<file path="config.mk">
export PLATFORM = sky130hd
export DESIGN_NAME = hart_miss_ctrl
export DESIGN_NICKNAME = d
export VERILOG_FILES = /design/src/rtl/hart_miss_ctrl_pkg.sv /design/src/rtl/hart_miss_ctrl_rr_arbiter.sv /design/src/rtl/hart_miss_ctrl.sv
export SDC_FILE = /design/constraint.sdc
export NUM_CORES = 1
export LEC_CHECK = 0
export CAP_MARGIN = 20
export CORE_AREA = 2 2 211 213
export DETAILED_ROUTE_END_ITERATION = 12
export DIE_AREA = 0 0 213 215
export PLACE_DENSITY = 0.6
export SKIP_LAST_GASP = 1
export SLEW_MARGIN = 20
export SYNTH_ARGS = -nofsm -noshare
export SYNTH_HDL_FRONTEND = slang
export SYNTH_SLANG_ARGS = --single-unit
</file>
<file path="constraint.sdc">
create_clock -name clk -period 11.65 [get_ports clk]
set_input_delay 2.33 -clock clk [delete_from_list [all_inputs] [get_ports clk]]
set_output_delay 2.33 -clock clk [all_outputs]
set_load 0.02 [all_outputs]
</file>
<file path="src/rtl/hart_miss_ctrl_pkg.sv">
// Shared definitions for the multi-hart miss controller: per-hart state
// encoding and refill type bits.
package hart_miss_ctrl_pkg;

  localparam int HART_ST_W = 2;

  typedef enum logic [HART_ST_W-1:0] {
    HART_ST_RUN    = 2'd0,
    HART_ST_PEND   = 2'd1,
    HART_ST_WAIT   = 2'd2,
    HART_ST_RESUME = 2'd3
  } hart_st_e;

  localparam logic MISS_DC = 1'b1;
  localparam logic MISS_IC = 1'b0;

endpackage

</file>
<file path="src/rtl/hart_miss_ctrl_rr_arbiter.sv">
// Round-robin arbiter: one-hot grant to the first requester at or after the
// pointer; the pointer moves past the winner only when enabled.
module hart_miss_ctrl_rr_arbiter
  import hart_miss_ctrl_pkg::*;
#(
  parameter int N = 4
) (
  input  logic         clk,
  input  logic         reset,
  input  logic [N-1:0] req,
  input  logic         en,
  output logic [N-1:0] grant
);

  localparam int PW = (N > 1) ? $clog2(N) : 1;

  logic [PW-1:0] ptr_reg, ptr_next;
  logic [PW-1:0] idx;
  logic          found;

  always_comb begin
    grant    = '0;
    ptr_next = ptr_reg;
    found    = 1'b0;
    idx      = '0;
    for (int i = 0; i < N; i++) begin
      idx = PW'((int'(ptr_reg) + i) % N);
      if (!found && req[idx]) begin
        found      = 1'b1;
        grant[idx] = 1'b1;
        if (en) ptr_next = PW'((int'(idx) + 1) % N);
      end
    end
  end

  always_ff @(posedge clk) begin
    if (!reset) ptr_reg <= '0;
    else        ptr_reg <= ptr_next;
  end

endmodule

</file>
<file path="src/rtl/hart_miss_ctrl.sv">
// Multi-hart cache-miss controller: parks missing harts, arbitrates refill
// requests round-robin, limits outstanding refills and emits resume pulses.
module hart_miss_ctrl
  import hart_miss_ctrl_pkg::*;
#(
  parameter int HART_NUM  = 4,
  parameter int HART_ID_W = 2,
  parameter int ADDR_W    = 32,
  parameter int MAX_OUTST = 2
) (
  input  logic                             clk,
  input  logic                             reset,
  input  logic                             ic_miss,
  input  logic [HART_ID_W-1:0]             ic_hart_id,
  input  logic [ADDR_W-1:0]                ic_pc,
  input  logic                             dc_miss,
  input  logic [HART_ID_W-1:0]             dc_hart_id,
  input  logic [ADDR_W-1:0]                dc_addr,
  input  logic [ADDR_W-1:0]                dc_pc,
  output logic                             req_valid,
  input  logic                             req_ready,
  output logic [HART_ID_W-1:0]             req_hart_id,
  output logic [ADDR_W-1:0]                req_addr,
  output logic                             req_is_dc,
  input  logic                             rsp_valid,
  input  logic [HART_ID_W-1:0]             rsp_hart_id,
  output logic [HART_NUM-1:0]              hart_run,
  output logic                             resume_valid,
  output logic [HART_ID_W-1:0]             resume_hart_id,
  output logic [ADDR_W-1:0]                resume_pc,
  output logic [$clog2(MAX_OUTST+1)-1:0]   outst_cnt,
  output logic                             err
);

  localparam int CNT_W = $clog2(MAX_OUTST + 1);

  logic [ADDR_W-1:0]    addr_nx [HART_NUM];
  logic [ADDR_W-1:0]    pc_cur  [HART_NUM];
  logic [HART_NUM-1:0]  is_dc_nx, pend_next, resume_vec, miss_bad, rsp_hit, grant;
  logic                 hs, rsp_ok, arb_en;
  logic                 req_valid_reg, req_valid_next;
  logic [HART_ID_W-1:0] req_hart_id_reg, req_hart_id_next;
  logic [ADDR_W-1:0]    req_addr_reg, req_addr_next;
  logic                 req_is_dc_reg, req_is_dc_next;
  logic [CNT_W-1:0]     cnt_reg, cnt_next;
  logic                 err_reg, err_next;
  logic [HART_ID_W-1:0] grant_id;
  logic [ADDR_W-1:0]    grant_addr;
  logic                 grant_dc;

  assign hs = req_valid_reg & req_ready;

  generate
    for (genvar gi = 0; gi < HART_NUM; gi++) begin : g_hart
      localparam logic [HART_ID_W-1:0] ID = HART_ID_W'(gi);
      hart_st_e          st_reg, st_next;
      logic [ADDR_W-1:0] addr_reg, addr_next, pc_reg, pc_next;
      logic              is_dc_reg, is_dc_next;
      logic              dc_hit, ic_hit;

      // A same-hart I-miss loses to the D-miss and is dropped without error.
      assign dc_hit = dc_miss && (dc_hart_id == ID);
      assign ic_hit = ic_miss && (ic_hart_id == ID) && !dc_hit;

      always_comb begin
        st_next    = st_reg;
        addr_next  = addr_reg;
        pc_next    = pc_reg;
        is_dc_next = is_dc_reg;
        case (st_reg)
          HART_ST_RUN: begin
            if (dc_hit) begin
              st_next    = HART_ST_PEND;
              addr_next  = dc_addr;
              pc_next    = dc_pc;
              is_dc_next = MISS_DC;
            end else if (ic_hit) begin
              st_next    = HART_ST_PEND;
              addr_next  = ic_pc;
              pc_next    = ic_pc;
              is_dc_next = MISS_IC;
            end
          end
          HART_ST_PEND: if (hs && (req_hart_id_reg == ID)) st_next = HART_ST_WAIT;
          HART_ST_WAIT: if (rsp_valid && (rsp_hart_id == ID)) st_next = HART_ST_RESUME;
          default:      st_next = HART_ST_RUN;
        endcase
      end

      always_ff @(posedge clk) begin
        if (!reset) begin
          st_reg    <= HART_ST_RUN;
          addr_reg  <= '0;
          pc_reg    <= '0;
          is_dc_reg <= 1'b0;
        end else begin
          st_reg    <= st_next;
          addr_reg  <= addr_next;
          pc_reg    <= pc_next;
          is_dc_reg <= is_dc_next;
        end
      end

      assign hart_run[gi]   = (st_reg == HART_ST_RUN);
      assign resume_vec[gi] = (st_reg == HART_ST_RESUME);
      assign pend_next[gi]  = (st_next == HART_ST_PEND);
      assign miss_bad[gi]   = (dc_hit || ic_hit) && (st_reg != HART_ST_RUN);
      assign rsp_hit[gi]    = rsp_valid && (rsp_hart_id == ID) && (st_reg == HART_ST_WAIT);
      assign addr_nx[gi]    = addr_next;
      assign is_dc_nx[gi]   = is_dc_next;
      assign pc_cur[gi]     = pc_reg;
    end
  endgenerate

  assign rsp_ok   = |rsp_hit;
  assign cnt_next = cnt_reg + CNT_W'(hs) - CNT_W'(rsp_ok);
  assign err_next = err_reg | (|miss_bad) | (rsp_valid & ~rsp_ok);
  // Arbitrate on next-cycle pending state so a miss can be requested one cycle later.
  assign arb_en   = (!req_valid_reg || hs) && (cnt_next < CNT_W'(MAX_OUTST));

  hart_miss_ctrl_rr_arbiter #(.N(HART_NUM)) u_arb (
    .clk   (clk),
    .reset (reset),
    .req   (pend_next),
    .en    (arb_en),
    .grant (grant)
  );

  always_comb begin
    grant_id   = '0;
    grant_addr = '0;
    grant_dc   = 1'b0;
    for (int i = 0; i < HART_NUM; i++) begin
      if (grant[i]) begin
        grant_id   = HART_ID_W'(i);
        grant_addr = addr_nx[i];
        grant_dc   = is_dc_nx[i];
      end
    end
  end

  always_comb begin
    req_valid_next   = req_valid_reg;
    req_hart_id_next = req_hart_id_reg;
    req_addr_next    = req_addr_reg;
    req_is_dc_next   = req_is_dc_reg;
    if (arb_en) begin
      req_valid_next   = |grant;
      req_hart_id_next = grant_id;
      req_addr_next    = grant_addr;
      req_is_dc_next   = grant_dc;
    end else if (hs) begin
      req_valid_next = 1'b0;
    end
  end

  always_ff @(posedge clk) begin
    if (!reset) begin
      req_valid_reg   <= 1'b0;
      req_hart_id_reg <= '0;
      req_addr_reg    <= '0;
      req_is_dc_reg   <= 1'b0;
      cnt_reg         <= '0;
      err_reg         <= 1'b0;
    end else begin
      req_valid_reg   <= req_valid_next;
      req_hart_id_reg <= req_hart_id_next;
      req_addr_reg    <= req_addr_next;
      req_is_dc_reg   <= req_is_dc_next;
      cnt_reg         <= cnt_next;
      err_reg         <= err_next;
    end
  end

  always_comb begin
    resume_hart_id = '0;
    resume_pc      = '0;
    for (int i = 0; i < HART_NUM; i++) begin
      if (resume_vec[i]) begin
        resume_hart_id = HART_ID_W'(i);
        resume_pc      = pc_cur[i];
      end
    end
  end

  assign resume_valid = |resume_vec;
  assign req_valid    = req_valid_reg;
  assign req_hart_id  = req_hart_id_reg;
  assign req_addr     = req_addr_reg;
  assign req_is_dc    = req_is_dc_reg;
  assign outst_cnt    = cnt_reg;
  assign err          = err_reg;

endmodule
</file>
; ---- Word-level counts from Yosys, hierarchy flattened
; Cells that the tools add are included.
[word_totals]
ff_bits = 309
inputBits = 108
out_inout_bits = 78
[classes]
addsub = 8
magnitude_cmp = 9
eq_ne = 28
mux = 103
n_bitwise = 8
n_reduce_logical = 74
[ops]
columns = cell, n
row1 = 2-to-1 mux 32 bit, 28
row2 = 2-to-1 mux 2 bit, 28
row3 = logical AND 1 bit, 36
row4 = equality test 2 bit (second input constant), 16
row5 = 2-to-1 mux 1 bit, 31
row6 = equality test 2 x 1 -> 1 bit (second input constant), 12
row7 = case mux 2 bit (3 select lines), 4
row8 = nonzero test 2 bit, 9
row9 = logical NOT 2 bit, 8
row10 = 2-to-1 mux 4 bit, 4
row11 = OR reduction 4 bit, 4
row12 = less-than comparator 2 x 3 -> 1 bit (second input constant), 4
row13 = bitwise OR 4 bit, 3
row14 = adder 2 x 1 -> 2 bit (second input constant), 4
row15 = binary-select mux 1 bit (select 2 bit), 4
row16 = demux 1 bit (select 2 bit), 4
row17 = greater-or-equal comparator 2 x 1 -> 1 bit (second input constant), 4
row18 = logical NOT 1 bit, 8
row19 = AND reduction 2 bit, 4
row20 = logical OR 1 bit, 5
row21 = adder 2 bit (second input constant), 2
row22 = adder 2 x 1 -> 2 bit, 1
row23 = bitwise AND 1 bit, 2
row24 = less-than comparator 2 bit (second input constant), 1
row25 = other kinds (3), 4

; ---- Depth between registers and ports, before layout
[depth]
word_depth = 24
mapped_depth = 16

; ---- Hierarchy
; From an unflattened synthesis, not the netlist that was laid out.
[hier_totals]
cells_unflattened = 1936
area_unflattened_um2 = 15285.9
[modules_own_cells]
columns = module, instances, cells_each, area_per_inst_um2, seq_area_each_um2
row1 = hart_miss_ctrl, 1, 1875, 14726.6, 6145.9
row2 = hart_miss_ctrl_rr_arbiter, 1, 61, 559.3, 40.0

; ---- Least setup slack after synthesis
; No wires, ideal clock.
[synth_timing]
path_kind = input to register
start = input rsp_valid
end = register req_addr_reg[10], in the netlist req_addr[10]
setup_time_ns = 0.123
arrival_time_ns = 5.273
required_ns = 11.527
slack_ns = 6.254
stages = 15
n_path_buf = 2
path_cell_list = nand2_1 > nor3_1 > or4b_2 > ha_1 > inv_1 > ha_1 > xor2_1 > xnor2_1 > nor2b_1 > clkbuf_1 > clkinv_1 > a211o_1 > clkbuf_1 > o21ai_0 > a211oi_1
[synth_between]
elab_chain_cells = 20
word_cells_on_any_way = 52
cone_classes = add/sub (1) / order compare (1) / eq/ne (4) / mux (27) / bitwise (3) / reduce/logical (16)
[synth_rtl]
columns = element, line
row1 = "start, declared", hart_miss_ctrl.sv:25  ; input logic rsp_valid,
row2 = logical AND 1 bit, "hart_miss_ctrl.sv:85, hart_miss_ctrl.sv:108"
row3 = 2-to-1 mux 2 bit, hart_miss_ctrl.sv:85  ; HART_ST_WAIT: if (rsp_valid && (rsp_hart_id == ID)) st_next = HART_ST_RESUME;
row4 = case mux 2 bit (3 select lines), hart_miss_ctrl.sv:70  ; case (st_reg)
row5 = equality test 2 x 1 -> 1 bit, hart_miss_ctrl.sv:106  ; assign pend_next[gi] = (st_next == HART_ST_PEND);
row6 = binary-select mux 1 bit (select 2 bit), hart_miss_ctrl_rr_arbiter.sv:28  ; if (!found && req[idx]) begin
row7 = 2-to-1 mux 1 bit (implied by the code), hart_miss_ctrl_rr_arbiter.sv:28
row8 = 2-to-1 mux 1 bit, hart_miss_ctrl_rr_arbiter.sv:28
row9 = logical NOT 1 bit, hart_miss_ctrl_rr_arbiter.sv:28
row10 = logical AND 1 bit, hart_miss_ctrl_rr_arbiter.sv:28
row11 = 2-to-1 mux 1 bit, hart_miss_ctrl_rr_arbiter.sv:28
row12 = logical NOT 1 bit, hart_miss_ctrl_rr_arbiter.sv:28
row13 = logical AND 1 bit, hart_miss_ctrl_rr_arbiter.sv:28
row14 = 2-to-1 mux 1 bit, hart_miss_ctrl_rr_arbiter.sv:28
row15 = logical NOT 1 bit, hart_miss_ctrl_rr_arbiter.sv:28
row16 = logical AND 1 bit, hart_miss_ctrl_rr_arbiter.sv:28
row17 = 2-to-1 mux 4 bit, hart_miss_ctrl_rr_arbiter.sv:28
row18 = 2-to-1 mux 32 bit (4 in a row), hart_miss_ctrl.sv:134  ; if (grant[i]) begin
row19 = "end signal, assigned", hart_miss_ctrl.sv:168  ; req_addr_reg <= req_addr_next;
row20 = "end, declared", hart_miss_ctrl.sv:43  ; logic [ADDR_W-1:0] req_addr_reg, req_addr_next;
; Several ways; a longest one is shown, not always the timed one. The select of a mux whose other input is x is not followed.
; A chain may end at the register's enable or synchronous reset.

; ---- Final worst setup path
[layout_timing]
start = input rsp_hart_id[1]
end = register req_addr_reg[13], in the netlist req_addr[13]
[layout_between]
elab_chain_cells = 21
word_cells_on_any_way = 56
cone_classes = add/sub (1) / order compare (1) / eq/ne (7) / mux (27) / bitwise (3) / reduce/logical (17)
[layout_rtl]
columns = element, line
row1 = "start, declared", hart_miss_ctrl.sv:26  ; input logic [HART_ID_W-1:0] rsp_hart_id,
row2 = equality test 2 x 1 -> 1 bit (tied with other cells), "hart_miss_ctrl.sv:85, hart_miss_ctrl.sv:108"
row3 = logical AND 1 bit, "hart_miss_ctrl.sv:85, hart_miss_ctrl.sv:108"
row4 = 2-to-1 mux 2 bit, hart_miss_ctrl.sv:85
row5 = case mux 2 bit (3 select lines), hart_miss_ctrl.sv:70
row6 = equality test 2 x 1 -> 1 bit, hart_miss_ctrl.sv:106
row7 = binary-select mux 1 bit (select 2 bit), hart_miss_ctrl_rr_arbiter.sv:28
row8 = 2-to-1 mux 1 bit (implied by the code), hart_miss_ctrl_rr_arbiter.sv:28
row9 = 2-to-1 mux 1 bit, hart_miss_ctrl_rr_arbiter.sv:28
row10 = (+2 left out), n/a
row11 = 2-to-1 mux 1 bit, hart_miss_ctrl_rr_arbiter.sv:28
row12 = logical NOT 1 bit, hart_miss_ctrl_rr_arbiter.sv:28
row13 = logical AND 1 bit, hart_miss_ctrl_rr_arbiter.sv:28
row14 = 2-to-1 mux 1 bit, hart_miss_ctrl_rr_arbiter.sv:28
row15 = logical NOT 1 bit, hart_miss_ctrl_rr_arbiter.sv:28
row16 = logical AND 1 bit, hart_miss_ctrl_rr_arbiter.sv:28
row17 = 2-to-1 mux 4 bit, hart_miss_ctrl_rr_arbiter.sv:28
row18 = 2-to-1 mux 32 bit (4 in a row), hart_miss_ctrl.sv:134
; Several ways; a longest one is shown, not always the timed one. The select of a mux whose other input is x is not followed.

==> impl_metrics.env <==
export IMPL_post_route_min_period_ns=6.95
export IMPL_gp_congestion=0.865
export IMPL_cts_max_level=2
export IMPL_die_h_um=215
export IMPL_final_common_cell="nor2_1"
export IMPL_cts_tree="done"
export IMPL_holdPathStages=2
export IMPL_grtUsageTotal=0.240
export IMPL_fmax_mhz=144
export IMPL_max_slew_margin_rel=0.215
export IMPL_tightestPinTransition_ns=1.18
export IMPL_setup_tns_ns=0
export IMPL_synth_area_leaders="dfxtp_1, a222oi_1, nor2_1"
export IMPL_drt_iter0_drc=1931
export IMPL_async_reset_ff_frac=0
export IMPL_r2r_start="g_hart[0].st_reg[0]"
export IMPL_reg2regPathDepth=14
export IMPL_ys_warn_count=0
export IMPL_path_clk_slew_ns=0.06
export IMPL_post_cts_buffers=0
export IMPL_synth_cell_types=62
export IMPL_clock_path_buffers=3
export IMPL_initial_core_util=0.344
export IMPL_vias=15000
export IMPL_core_area_um2=43600
export IMPL_ctsResizeCount=0
export IMPL_numCtsBuffers=37
export IMPL_vdd_ir_drop_max_mv=0.108
export IMPL_yosysSeqAreaShare=0.412
export IMPL_crit_path_start_kind="input port"
export IMPL_avgRoutedWirePerCell_um=22.6
export IMPL_syn_to_final_growth_pct=22.2
export IMPL_drc_errors=0
export IMPL_rsz0062_at_grt="no"
export IMPL_wl_um=56800
export IMPL_yosys_area_top_type="dfxtp_1"
export IMPL_hold_path_class="register to register"
export IMPL_cts_hold_buf=0
export IMPL_finish_instance_area_um2=18400
export IMPL_syn_nets=1976
export IMPL_synth_flop_cell="dfxtp_1"
export IMPL_ioPinCount=186
export IMPL_final_cell_mix="nor2_1, dfxtp_1, nand2_1"
export IMPL_grt_max_degree=188
export IMPL_synth_edf_count=0
export IMPL_worst_ep_arrival_time_ns=7.31
export IMPL_post_dp_hpwl_um=33900
export IMPL_status="finished clean"
export IMPL_clk_latency_ns=0.54
export IMPL_final_nets=2013
export IMPL_firstDrtPassIters=9
export IMPL_rows=77
export IMPL_hold_viol=0
export IMPL_portBuffers=185
export IMPL_syn_area_per_cell_um2=8.09
export IMPL_drive_gt1_frac=0.0652
export IMPL_cellLeakagePower_uw=0.00691
export IMPL_grt_ovfl_total=0
export IMPL_finalCritPeriodShare=0.597
export IMPL_clock_sinks=309
export IMPL_via_per_inst=5.97
export IMPL_yosys_area_top_type_share=0.412
export IMPL_crit_required_ns=12.01
export IMPL_synthesis_area_um2=15000
export IMPL_antenna_found_initial=1
export IMPL_netlist_instances=1857
export IMPL_die_w_um=213
export IMPL_ant_nets=0
export IMPL_cap_violations=0
export IMPL_first_global_vias=14400
export IMPL_final_max_slew_viol_count=0
export IMPL_grt_pass1_wl_um=86100
export IMPL_fin_skew_ns=0.0220
export IMPL_crit_path_end_kind="register"
export IMPL_min_from="g_hart[3].pc_reg[9]"
export IMPL_placed_area_um2=17100
export IMPL_dieArea_um2=45800
export IMPL_startpoint="rsp_hart_id[1]"
export IMPL_p_per_area_nw_per_um2=193
export IMPL_crit_type="input port to register"
export IMPL_setup_viol_count_final=0
export IMPL_cts_root_buf="clkbuf_16"
export IMPL_critPathMaxFanout=70
export IMPL_ys_seq_elements=309
-- layout make-up --
type / count / area [um^2]
Antenna cell: 1 / 2.50
Clock buffer: 50 / 1100
Clock inverter: 12 / 146
Fill cell: 4324 / 25300
Inverter: 48 / 188
Multi-Input combinational cell: 1283 / 7930
Sequential cell: 309 / 6190
Tap cell: 592 / 741
Timing Repair Buffer: 215 / 2080
-- worst max-delay path, cell delays in order --
cell	delay, ns
clkdlybuf4s50_1	0.47
nand2b_1	0.13
or3_1	0.13
or4b_2	0.62
ha_1	0.31
inv_1	0.04
ha_1	0.19
xor2_1	0.15
xnor2_1	0.26
nor2b_4	0.19
buf_4	0.56
clkinv_1	0.47
a211o_1	0.38
nor2_4	0.77
a211oi_1	0.20
-- per-stage QoR --
step	util	hold WS, ns	total power (uW)	worst slack (ns)	cells
after floorplan	-	0.450	1990	6.25	1857
after global placement	0.392	0.485	2340	4.42	2447
after detailed placement	0.392	0.490	2360	4.33	2447
after CTS	0.421	0.499	3550	4.86	2509
after global routing	0.421	0.510	3700	4.56	2510
final	0.421	0.496	3550	4.70	2510
-- metal layers --
metal,GRT usage,routed length [um],up-vias
met1,0.329,24500,7217
li1,-,-,6973
met2,0.388,26300,714
met3,0.0362,4790,81
met5,0,0,-
met4,0.0732,1240,0
-- synthesized netlist by cell type (2+ instances only) --
| cell | number |
|---|---|
| o2111ai_1 | 2 |
| mux4_2 | 4 |
| ha_1 | 11 |
| buf_6 | 3 |
| dfxtp_1 | 309 |
| a311oi_1 | 65 |
| a211o_1 | 2 |
| nor2b_1 | 2 |
| o31ai_1 | 2 |
| and2_1 | 6 |
| a22oi_1 | 2 |
| inv_1 | 47 |
| nor3b_1 | 5 |
| o211ai_1 | 2 |
| a21oi_1 | 49 |
| nand3_1 | 8 |
| nand4_1 | 5 |
| o21ai_1 | 12 |
| xnor2_1 | 2 |
| o22ai_1 | 33 |
| and3_1 | 4 |
| o21ai_0 | 94 |
| nor2_1 | 321 |
| buf_1 | 7 |
| and3b_1 | 2 |
| a222oi_1 | 126 |
| a221oi_1 | 34 |
| a211oi_1 | 99 |
| o221ai_1 | 3 |
| buf_2 | 15 |
| a31oi_1 | 36 |
| nand2_1 | 228 |
| nand3b_1 | 6 |
| or3_1 | 4 |
| nand2b_1 | 6 |
| buf_4 | 6 |
| clkbuf_1 | 186 |
| mux2i_1 | 69 |
| nor3_1 | 17 |
-- worst paths after layout --
kind                                            end  slack, ns
worst max-delay path                   req_addr[13]       4.70
worst max register to register         req_addr[13]       6.41
worst min-delay path            g_hart[3].pc_reg[9]       0.50
worst min register to register  g_hart[3].pc_reg[9]       0.50
-- power by group --
part | internal (uW) | total (uW) | switching (uW)
registers | 1170 | 1260 | 83.9
clock network | 724 | 1190 | 465
logic | 392 | 1100 | 710
-- logic make-up after synthesis --
family | share of synthesized area
xor gates and xnor gates | 0.00175
adders and majority gates | 0.00916
muxes | 0.0520
buffers and inverters | 0.0705
and+or+nand+nor | 0.169
DFF | 0.412
AOI/OAI and AO/OA | 0.286
No activity file was read; power rests on OpenSTA's default activity.
